File: src/rtl/fine_lock_pkg.sv
// Shared types and defaults for the fine-code lock detector.
package fine_lock_pkg;

   localparam int unsigned CodeWDef = 13;
   localparam int unsigned TolWDef  = 6;

   // Reset value of locked_code: mid-scale of the default code width
   localparam logic [CodeWDef-1:0] RstCodeDef = {1'b1, {(CodeWDef-1){1'b0}}};

   typedef enum logic [1:0] {
      StIdle    = 2'd0,
      StAcq     = 2'd1,
      StLocked  = 2'd2,
      StIllegal = 2'd3
   } state_e;

endpackage

File: src/rtl/code_sync_stable.sv
// Two-flop capture of an asynchronous bus; the output only takes a sample seen twice in a row.
module code_sync_stable #(
   parameter int unsigned WIDTH = 13
) (
   input  logic             i_clk,
   input  logic             i_rst,
   input  logic [WIDTH-1:0] i_d,
   output logic [WIDTH-1:0] o_q
);

   logic [WIDTH-1:0] r_s1;
   logic [WIDTH-1:0] r_s2;
   logic [WIDTH-1:0] r_code;

   always_ff @(posedge i_clk) begin
      if (i_rst) begin
         r_s1   <= '0;
         r_s2   <= '0;
         r_code <= '0;
      end else begin
         r_s1 <= i_d;
         r_s2 <= r_s1;
         // A bus caught mid-transition will differ between stages; keep the old code then
         if (r_s1 == r_s2) begin
            r_code <= r_s2;
         end
      end
   end

   assign o_q = r_code;

endmodule

File: src/rtl/fine_lock_detect.sv
// Windowed span detector declaring lock on a fine oscillator code.
// Optional lock-loss counter output enabled by defining FINE_LOCK_LOSS_CNT_EN.
module fine_lock_detect
   import fine_lock_pkg::*;
#(
   parameter int unsigned CODE_W = CodeWDef,
   parameter int unsigned TOL_W  = TolWDef
) (
   input  logic              ref_clk,
   input  logic              rst,
   input  logic              en,
   input  logic [CODE_W-1:0] osc_fine_con,
   input  logic [3:0]        win_len_log2,
   input  logic [TOL_W-1:0]  lock_tol,
   input  logic [TOL_W-1:0]  unlock_tol,
   input  logic [3:0]        lock_cnt_target,
   output logic              lock,
   output logic              lock_lost,
   output logic [CODE_W-1:0] locked_code,
   output logic [1:0]        state
`ifdef FINE_LOCK_LOSS_CNT_EN
   ,
   output logic [7:0]        lost_cnt
`endif
);

   localparam logic [CODE_W-1:0] RstCode = {1'b1, {(CODE_W-1){1'b0}}};

   state_e            r_state, w_state_nxt;
   logic [14:0]       r_win_cnt, w_win_cnt_nxt, w_term;
   logic              r_first, w_first_nxt;
   logic [3:0]        r_good_cnt, w_good_cnt_nxt, w_good_inc, w_target;
   logic [CODE_W-1:0] r_locked_code, w_locked_code_nxt;
   logic              r_lock_lost, w_lock_lost_nxt;
   logic [CODE_W-1:0] r_win_max, r_win_min;
   logic [CODE_W-1:0] w_code_q, w_cur_max, w_cur_min, w_span, w_mid;
   logic [CODE_W:0]   w_sum;
   logic [TOL_W-1:0]  w_unlock_lim;
   logic              w_close, w_good, w_lose;

   code_sync_stable #(
      .WIDTH (CODE_W)
   ) u_sync (
      .i_clk (ref_clk),
      .i_rst (rst),
      .i_d   (osc_fine_con),
      .o_q   (w_code_q)
   );

   // Terminal count follows win_len_log2 live; a larger count runs to the 15-bit wrap
   assign w_term  = 15'((16'd1 << win_len_log2) - 16'd1);
   assign w_close = (r_win_cnt == w_term);

   // Extremes include the current sample; r_first restarts them at a window boundary
   assign w_cur_max = (r_first || (w_code_q > r_win_max)) ? w_code_q : r_win_max;
   assign w_cur_min = (r_first || (w_code_q < r_win_min)) ? w_code_q : r_win_min;
   assign w_span    = w_cur_max - w_cur_min;
   assign w_sum     = {1'b0, w_cur_max} + {1'b0, w_cur_min};
   assign w_mid     = CODE_W'(w_sum >> 1);

   assign w_unlock_lim = (lock_tol > unlock_tol) ? lock_tol : unlock_tol;
   assign w_good       = (w_span <= CODE_W'(lock_tol));
   assign w_lose       = (w_span > CODE_W'(w_unlock_lim));
   assign w_target     = (lock_cnt_target == 4'd0) ? 4'd1 : lock_cnt_target;
   assign w_good_inc   = (r_good_cnt == 4'd15) ? 4'd15 : r_good_cnt + 4'd1;

   always_comb begin
      w_state_nxt       = r_state;
      w_win_cnt_nxt     = r_win_cnt;
      w_first_nxt       = r_first;
      w_good_cnt_nxt    = r_good_cnt;
      w_locked_code_nxt = r_locked_code;
      w_lock_lost_nxt   = 1'b0;
      if (!en) begin
         w_state_nxt = StIdle;
      end else begin
         unique case (r_state)
            StIdle: begin
               w_state_nxt    = StAcq;
               w_win_cnt_nxt  = '0;
               w_good_cnt_nxt = '0;
               w_first_nxt    = 1'b1;
            end
            StAcq: begin
               w_win_cnt_nxt = w_close ? 15'd0 : r_win_cnt + 15'd1;
               w_first_nxt   = w_close;
               if (w_close) begin
                  if (w_good) begin
                     w_good_cnt_nxt    = w_good_inc;
                     w_locked_code_nxt = w_mid;
                     if (w_good_inc >= w_target) begin
                        w_state_nxt = StLocked;
                     end
                  end else begin
                     w_good_cnt_nxt = '0;
                  end
               end
            end
            StLocked: begin
               w_win_cnt_nxt = w_close ? 15'd0 : r_win_cnt + 15'd1;
               w_first_nxt   = w_close;
               if (w_close) begin
                  if (w_lose) begin
                     w_state_nxt     = StAcq;
                     w_lock_lost_nxt = 1'b1;
                     w_good_cnt_nxt  = '0;
                  end else begin
                     w_locked_code_nxt = w_mid;
                  end
               end
            end
            default: begin
               w_state_nxt = StIdle;
            end
         endcase
      end
   end

   always_ff @(posedge ref_clk) begin
      if (rst) begin
         r_state       <= StIdle;
         r_win_cnt     <= '0;
         r_first       <= 1'b1;
         r_good_cnt    <= '0;
         r_locked_code <= RstCode;
         r_lock_lost   <= 1'b0;
         r_win_max     <= '0;
         r_win_min     <= '0;
      end else begin
         r_state       <= w_state_nxt;
         r_win_cnt     <= w_win_cnt_nxt;
         r_first       <= w_first_nxt;
         r_good_cnt    <= w_good_cnt_nxt;
         r_locked_code <= w_locked_code_nxt;
         r_lock_lost   <= w_lock_lost_nxt;
         r_win_max     <= w_cur_max;
         r_win_min     <= w_cur_min;
      end
   end

   assign lock        = (r_state == StLocked);
   assign lock_lost   = r_lock_lost;
   assign locked_code = r_locked_code;
   assign state       = r_state;

`ifdef FINE_LOCK_LOSS_CNT_EN
   logic [7:0] r_lost_cnt;

   always_ff @(posedge ref_clk) begin
      if (rst) begin
         r_lost_cnt <= '0;
      end else if (w_lock_lost_nxt && (r_lost_cnt != 8'hFF)) begin
         r_lost_cnt <= r_lost_cnt + 8'd1;
      end
   end

   assign lost_cnt = r_lost_cnt;
`endif

endmodule

File: config.mk
export PLATFORM = sky130hd
export DESIGN_NAME = fine_lock_detect
export DESIGN_NICKNAME = d
export VERILOG_FILES = /design/src/rtl/fine_lock_pkg.sv /design/src/rtl/code_sync_stable.sv /design/src/rtl/fine_lock_detect.sv
export SDC_FILE = /design/constraint.sdc
export NUM_CORES = 1
export LEC_CHECK = 0
export ABC_AREA = 1
export BUFFER_PORTS_ARGS = -buffer_cell sky130_fd_sc_hd__buf_2
export CAP_MARGIN = 20
export CELL_PAD_IN_SITES_DETAIL_PLACEMENT = 0
export CELL_PAD_IN_SITES_GLOBAL_PLACEMENT = 1
export CORE_MARGIN = 10
export CORE_UTILIZATION = 37
export CTS_BUF_LIST = sky130_fd_sc_hd__clkbuf_4 sky130_fd_sc_hd__clkbuf_8
export CTS_CLUSTER_DIAMETER = 50
export CTS_CLUSTER_SIZE = 8
export DETAILED_ROUTE_END_ITERATION = 8
export PLACE_DENSITY = 0.69
export SYNTH_ARGS = -nofsm -noshare
export SYNTH_HDL_FRONTEND = slang
export SYNTH_SLANG_ARGS = --single-unit
File: constraint.sdc
create_clock -name ref_clk -period 4.39 [get_ports ref_clk]
set_input_delay 0.878 -clock ref_clk [delete_from_list [all_inputs] [get_ports ref_clk]]
set_output_delay 0.878 -clock ref_clk [all_outputs]
set_load 0.02 [all_outputs]
After elaboration in Yosys (flattened, before gate mapping):

Index checks and enable logic that the tools add are counted.

* bits in latches: 0
* memory bits (writable): 0
* register bits after elaboration: 101
* input port bits: 36
* memories: 0
* logic and storage cells: 76
* output and inout port bits: 17
* ROM bits: 0

* shift-type cells: 1
* reduce and logical (&&, ||, !) cells: 14
* div/mod/pow operators: 0
* bitwise gates (word level): 3
* eq/ne operators: 11
* multiply operators: 0
* add/sub/neg operators: 5
* multiplexer cells: 25
* order comparisons: 6

Operator list (number)
* two-way mux 13 bit: 6
* one-hot mux 15 bit (2 select lines): 1
* one-hot mux 13 bit (2 select lines): 1
* two-way mux 4 bit: 6
* adder 15 x 1 -> 15 bit, second input constant: 1
* equality test 15 bit: 1
* two-way mux 15 bit: 1
* << shifter 1 x 4 -> 15 bit, first input constant: 1
* subtractor 15 x 1 -> 15 bit, second input constant: 1
* adder 13 x 13 -> 14 bit: 1
* equality test 13 bit: 1
* > comparator 13 bit: 1
* > comparator 13 x 6 -> 1 bit: 1
* less-or-equal comparator 13 x 6 -> 1 bit: 1
* < comparator 13 bit: 1
* subtractor 13 bit: 1
* one-hot mux 4 bit (3 select lines): 1
* two-way mux 2 bit: 5
* AND reduction 5 bit: 2
* != test 2 bit, second input constant: 4
* > comparator 6 bit: 1
* two-way mux 6 bit: 1
* one-hot mux 2 bit (3 select lines): 1
* AND reduction 6 bit: 1
* 17 further kinds: 23

Logic depth before layout (Yosys ltp):

* depth in word-level cells: 8
* depth in mapped cells: 32
* mapped depth without buffers: 30

Modules after synthesis:

Synthesis repeated with hierarchy kept, for this count alone.

* cell total of the unflattened synthesis: 1107
* area, all modules: 7278.2 µm²

Modules (own cells, without submodules)
* fine_lock_detect: area an instance 5706.7 µm², cells an instance 897, sequential area each 1241.2 µm², times used 1
* code_sync_stable: area an instance 1571.5 µm², cells an instance 210, sequential area each 780.7 µm², times used 1

Least setup slack after synthesis:

OpenSTA, ideal clock, no wires.

* path type: reg2reg
* from: register r_win_min[2]
* to: register r_locked_code[10] (netlist: locked_code[10])
* period minus slack after synthesis: 4419 ps
* stages on the path, launching flop included: 28
* data required time: 4277 ps
* library setup time: 113 ps
* buffers on the path: 2
* arrival time: 4306 ps
* path slack: -29 ps
* cell sequence: dfxtp_1 inv_1 ha_1 a21oi_1 o221ai_1 a21oi_1 nor2_1 o21ai_1 clkbuf_1 o21a_1 inv_1 ha_1 fa_1 inv_1 nand2_1 nand2_1 xor2_1 ha_1 a21o_1 a21oi_1 a21oi_1 nor2_2 nand4_4 nand2_2 buf_2 nand4_1 nand2_1 nor2_1

* longest elaborated chain between the ends: 7
* elaborated cells between the ends (all ways): 15
* those cells by class: add/sub: 2; order compare: 3; eq/ne: 2; mux: 6; reduce/logical: 2

RTL lines
* start: declaration: RTL line fine_lock_detect.sv:35 `logic [CODE_W-1:0] r_win_max, r_win_min;`
* start signal: assignment: RTL line fine_lock_detect.sv:137 `r_win_min <= w_cur_min;`
* < comparator 13 bit (*): RTL line fine_lock_detect.sv:56 `assign w_cur_min = (r_first || (w_code_q < r_win_min)) ? w_code_q : r_win_min;`
* logical OR 1 bit (*): RTL line fine_lock_detect.sv:56
* two-way mux 13 bit (*): RTL line fine_lock_detect.sv:56
* named net w_cur_min[0]: RTL line fine_lock_detect.sv:36 `logic [CODE_W-1:0] w_code_q, w_cur_max, w_cur_min, w_span, w_mid;`
* subtractor 13 bit / adder 13 x 13 -> 14 bit (equally long branches): RTL line fine_lock_detect.sv:57, fine_lock_detect.sv:58
* > comparator 13 x 6 -> 1 bit, or another cell as far along: RTL line fine_lock_detect.sv:63 `assign w_lose = (w_span > CODE_W'(w_unlock_lim));`
* != test 2 bit (no line), or another cell as far along
* AND reduction 6 bit (no line) / one-hot mux 13 bit (2 select lines) (equally long branches)
* end signal: assignment: RTL line fine_lock_detect.sv:125 `r_locked_code <= RstCode;`
* end signal: assignment: RTL line fine_lock_detect.sv:134 `r_locked_code <= w_locked_code_nxt;`
* end: declaration: RTL line fine_lock_detect.sv:33 `logic [CODE_W-1:0] r_locked_code, w_locked_code_nxt;`

Mark *: on every way through the listed nets, which the timed path passes. The rest lies on a longest branch. The select of a mux whose other input is x is not followed.
A chain may end at the register's enable or synchronous reset.

Worst setup path after layout:

* from: register u_sync.r_code[4] (netlist: u_sync.o_q[4])
* to: register r_locked_code[7] (netlist: locked_code[7])

* longest elaborated chain between the ends: 7
* elaborated cells between the ends (all ways): 18
* those cells by class: add/sub: 2; order compare: 4; eq/ne: 2; mux: 7; reduce/logical: 3

RTL lines
* start: declaration: RTL line code_sync_stable.sv:13 `logic [WIDTH-1:0] r_code;`
* start signal: assignment: RTL line code_sync_stable.sv:25 `r_code <= r_s2;`
* > comparator 13 bit (*): RTL line fine_lock_detect.sv:55 `assign w_cur_max = (r_first || (w_code_q > r_win_max)) ? w_code_q : r_win_max;`
* logical OR 1 bit (*): RTL line fine_lock_detect.sv:55
* two-way mux 13 bit (*): RTL line fine_lock_detect.sv:55
* named net w_cur_max[3]: RTL line fine_lock_detect.sv:36
* subtractor 13 bit / adder 13 x 13 -> 14 bit (equally long branches): RTL line fine_lock_detect.sv:57, fine_lock_detect.sv:58
* > comparator 13 x 6 -> 1 bit, or another cell as far along: RTL line fine_lock_detect.sv:63
* != test 2 bit (no line), or another cell as far along
* AND reduction 6 bit (no line) / one-hot mux 13 bit (2 select lines) (equally long branches)

Marks and branches as above.

==> run metrics <==
outcome completed; Crit-path slowest cell dfxtp_2; largest net degree at the start of global routing 59; initial antenna violation count 0; antenna-violating nets left 0; setup TNS 0 ps; Yosys cell types 45; total power 2.60 mW; Max VDD drop 0.159 mV; Final min period 4280 ps; Post-DP Area 7990 um2; syn avg cell area 6.75 um2; fraction of layout cells with a size suffix above 1 22.6%; Die ar. 25100 um2; first-pass GRT wire length 31600 um; drt wl/cell 13.8 um; GPL Wtd Cong 0.834; Worst Reg-to-Reg Cells 30; ANT cells 0; CP endpoint kind register; clock buffer depth 2; CTS tree yes; worst min path class register to register; via count of the first global-routing pass 6541; CP Max Fanout 6; unrepaired setup endpoints after global routing true; Critical R2R Launch u_sync.o_q[4]; Async S/R FF share, synth 0%; io pins 53; Worst Tran Pin Value 788 ps; WHS Endpoint u_sync.r_s2[7]; final slew viol count 0; # hold bufs at CTS 0; Post-Syn Instances 1051; CTS Buf Count 9; core box area 18800 um2; Chip Width 158 um; r2r endpoint locked_code[7]; H-tree depth 3; Critical Path Start Type register; hpwl dp 15100 um; r2r setup slk 110 ps; worst hold path depth 2; clock slew at reported path FFs 120 ps; dominant synthesized flop cell dfxtp_1; static leakage 4.26 nW; Die H 158 um; top post-synthesis cells by area dfxtp_1 (28%), ha_1 (14%), nand2_1 (11%), inv_1 (8.6%), nor2_1 (8.3%); area growth from synthesis to layout 25.2%; fin crit share 97.5%; Final Skew 13.3 ps; CP top delay family compound AO/OA/AOI/OAI gates; syn_nets 1168; #FFs+latches synth 101; final hold violations 0; Clock Latency Late Sink 390 ps; Crit path arrival time 4620 ps; Critical Path RT 4730 ps; Max Cap Viol 0; largest area contributor in the synthesized netlist dfxtp_1; WP buf/inv 6; max incr delay on CP 360 ps; post-synthesis sequential area ratio 28.5%; share of total power in the clock network 24.4%; Worst path most repeated cell nand2_2; Total Routed Length 19400 um; cell internal pwr 1.60 mW; Initial Util 37.8%; port bufs 52; sequential share of power 38.1%; Via Count 6729; Via-to-Cell Ratio 4.78; CTS sink count 101; kind of critical path register to register; Sw Share 38.4%; relative slew slack 47.1%; most common cell in the synthesized netlist nand2_1; # DRC 0; PwrDens 292 nW/um2; Post-Syn Area 7100 um2; final setup violation count 0; Root Driver clkbuf_8; first-pass detailed-route iteration total 5; most frequent cells after synthesis nand2_1 (210), inv_1 (163), nor2_1 (157); worst min-delay path startpoint u_sync.r_s1[7]; fillers 1932; Synth top area share 28.5%; GRT Resource Usage Total 15.6%; Post-synth EDFFs 0; FMAX 234 MHz; Comb power frac 37.5%; post-route design area 8880 um2; Initial DRC Count 297; switching power 0.998 mW; Core Util, Final 47.3%; std cell rows 50; Nets 1285; GR Overflow Total 0; Synth Warn # 0
## per-layer routing
layer	vias up	share of wire (%)	GRT usage (%)
met3	20	3.6	2.70
met5	-	0	0
li1	3604	-	-
met1	3015	48	19.9
met2	90	46	26.0
met4	0	1.8	4.94
## tightest hold or removal path: cells and delay by family, from the launching register on
family | cells | cell delay (ps)
DFF | 1 | 340
buffers and inverters | 1 | 50
and+or+nand+nor | 1 | 30
## placed cells by master, fill, tap and decap left out, types with 5 or more instances in the layout
| cell | n |
|---|---|
| nor3_1 | 12 |
| nand2_2 | 11 |
| dfxtp_1 | 94 |
| a21oi_1 | 37 |
| ha_1 | 61 |
| o21a_1 | 21 |
| nor3b_1 | 5 |
| nor4_1 | 5 |
| a21oi_2 | 15 |
| nor2_1 | 142 |
| nor2_4 | 9 |
| dfxtp_2 | 6 |
| ha_4 | 17 |
| xnor2_1 | 6 |
| buf_4 | 72 |
| nand2_1 | 199 |
| o21bai_1 | 5 |
| nor2_2 | 20 |
| clkbuf_8 | 9 |
| nand3_1 | 41 |
| buf_2 | 52 |
| o21ai_1 | 11 |
| nand4_1 | 31 |
| o21ai_0 | 32 |
| buf_6 | 6 |
| inv_2 | 14 |
| inv_1 | 159 |
| xor2_1 | 23 |
## flip-flops by register name, summed over array words and instances (netlist names)
register and flops:
u_sync.o_q 13, state 2, r_win_min 13, u_sync.r_s1 13
r_win_cnt 15, r_good_cnt 4, locked_code 13, r_win_max 13
r_first 1, u_sync.r_s2 13, lock_lost 1
## power groups by stage
| stage | Clock, mW | Combinational (mW) | Sequential (mW) |
|---|---|---|---|
| final | 0.632 | 0.975 | 0.990 |
| after global routing | 0.690 | 1.09 | 0.996 |
| after CTS | 0.663 | 0.892 | 0.989 |
| after detailed placement | 0 | 0.812 | 1.01 |
| after global placement | 0 | 0.813 | 1.01 |
| after floorplan | 0 | 0.532 | 1.03 |
## logic make-up (layout without fill, tap and decap cells)
logic type | after synthesis | in the layout | share of synthesized area [%]
compound gates | 145 | 145 | 12.0
xor+xnor | 32 | 32 | 3.95
fa+ha+maj | 81 | 81 | 14.5
buf+inv | 203 | 325 | 11.1
flops | 101 | 101 | 28.5
simple gates | 489 | 489 | 30.0
## repair_timing
action | CTS | global route
buffers inserted | 14 | 6
pin swaps | 22 | 45
gates cloned | 1 | 0
gates resized for setup | 46 | 70
setup endpoints to repair | 19 | 20
## metrics by stage
stage          setup slack (ps)  hold WS (ps)  cells
4_1_cts                    7.97           443   1403
3_5_place_dp               -335           424   1372
6_report                    112           443   1407
2_1_floorplan              35.4           415   1051
5_1_grt                    -218           460   1407
3_3_place_gp               -287           422   1372
## cell type report
type                       count  area (um2)  share of cell area, %
tap                          234         293                   3.30
clock inverter                 7        91.3                   1.03
timing repair buffer         132         916                   10.3
clock buffer                   9         124                   1.39
multi-input combinational    747        4760                   53.6
sequential                   101        2030                   22.9
inverter                     177         667                   7.51
## worst max path at each step
stage	start	to	slack, ps	depth (start not counted)
2_1_floorplan	r_win_min[2]	locked_code[10]	40	26
3_3_place_gp	u_sync.o_q[4]	locked_code[0]	-290	27
3_5_place_dp	u_sync.o_q[4]	locked_code[5]	-340	27
4_1_cts	u_sync.o_q[3]	locked_code[7]	8	29
5_1_grt	u_sync.o_q[5]	locked_code[2]	-220	29
6_report	u_sync.o_q[4]	locked_code[7]	110	30
No activity file was read; power rests on OpenSTA's default activity.
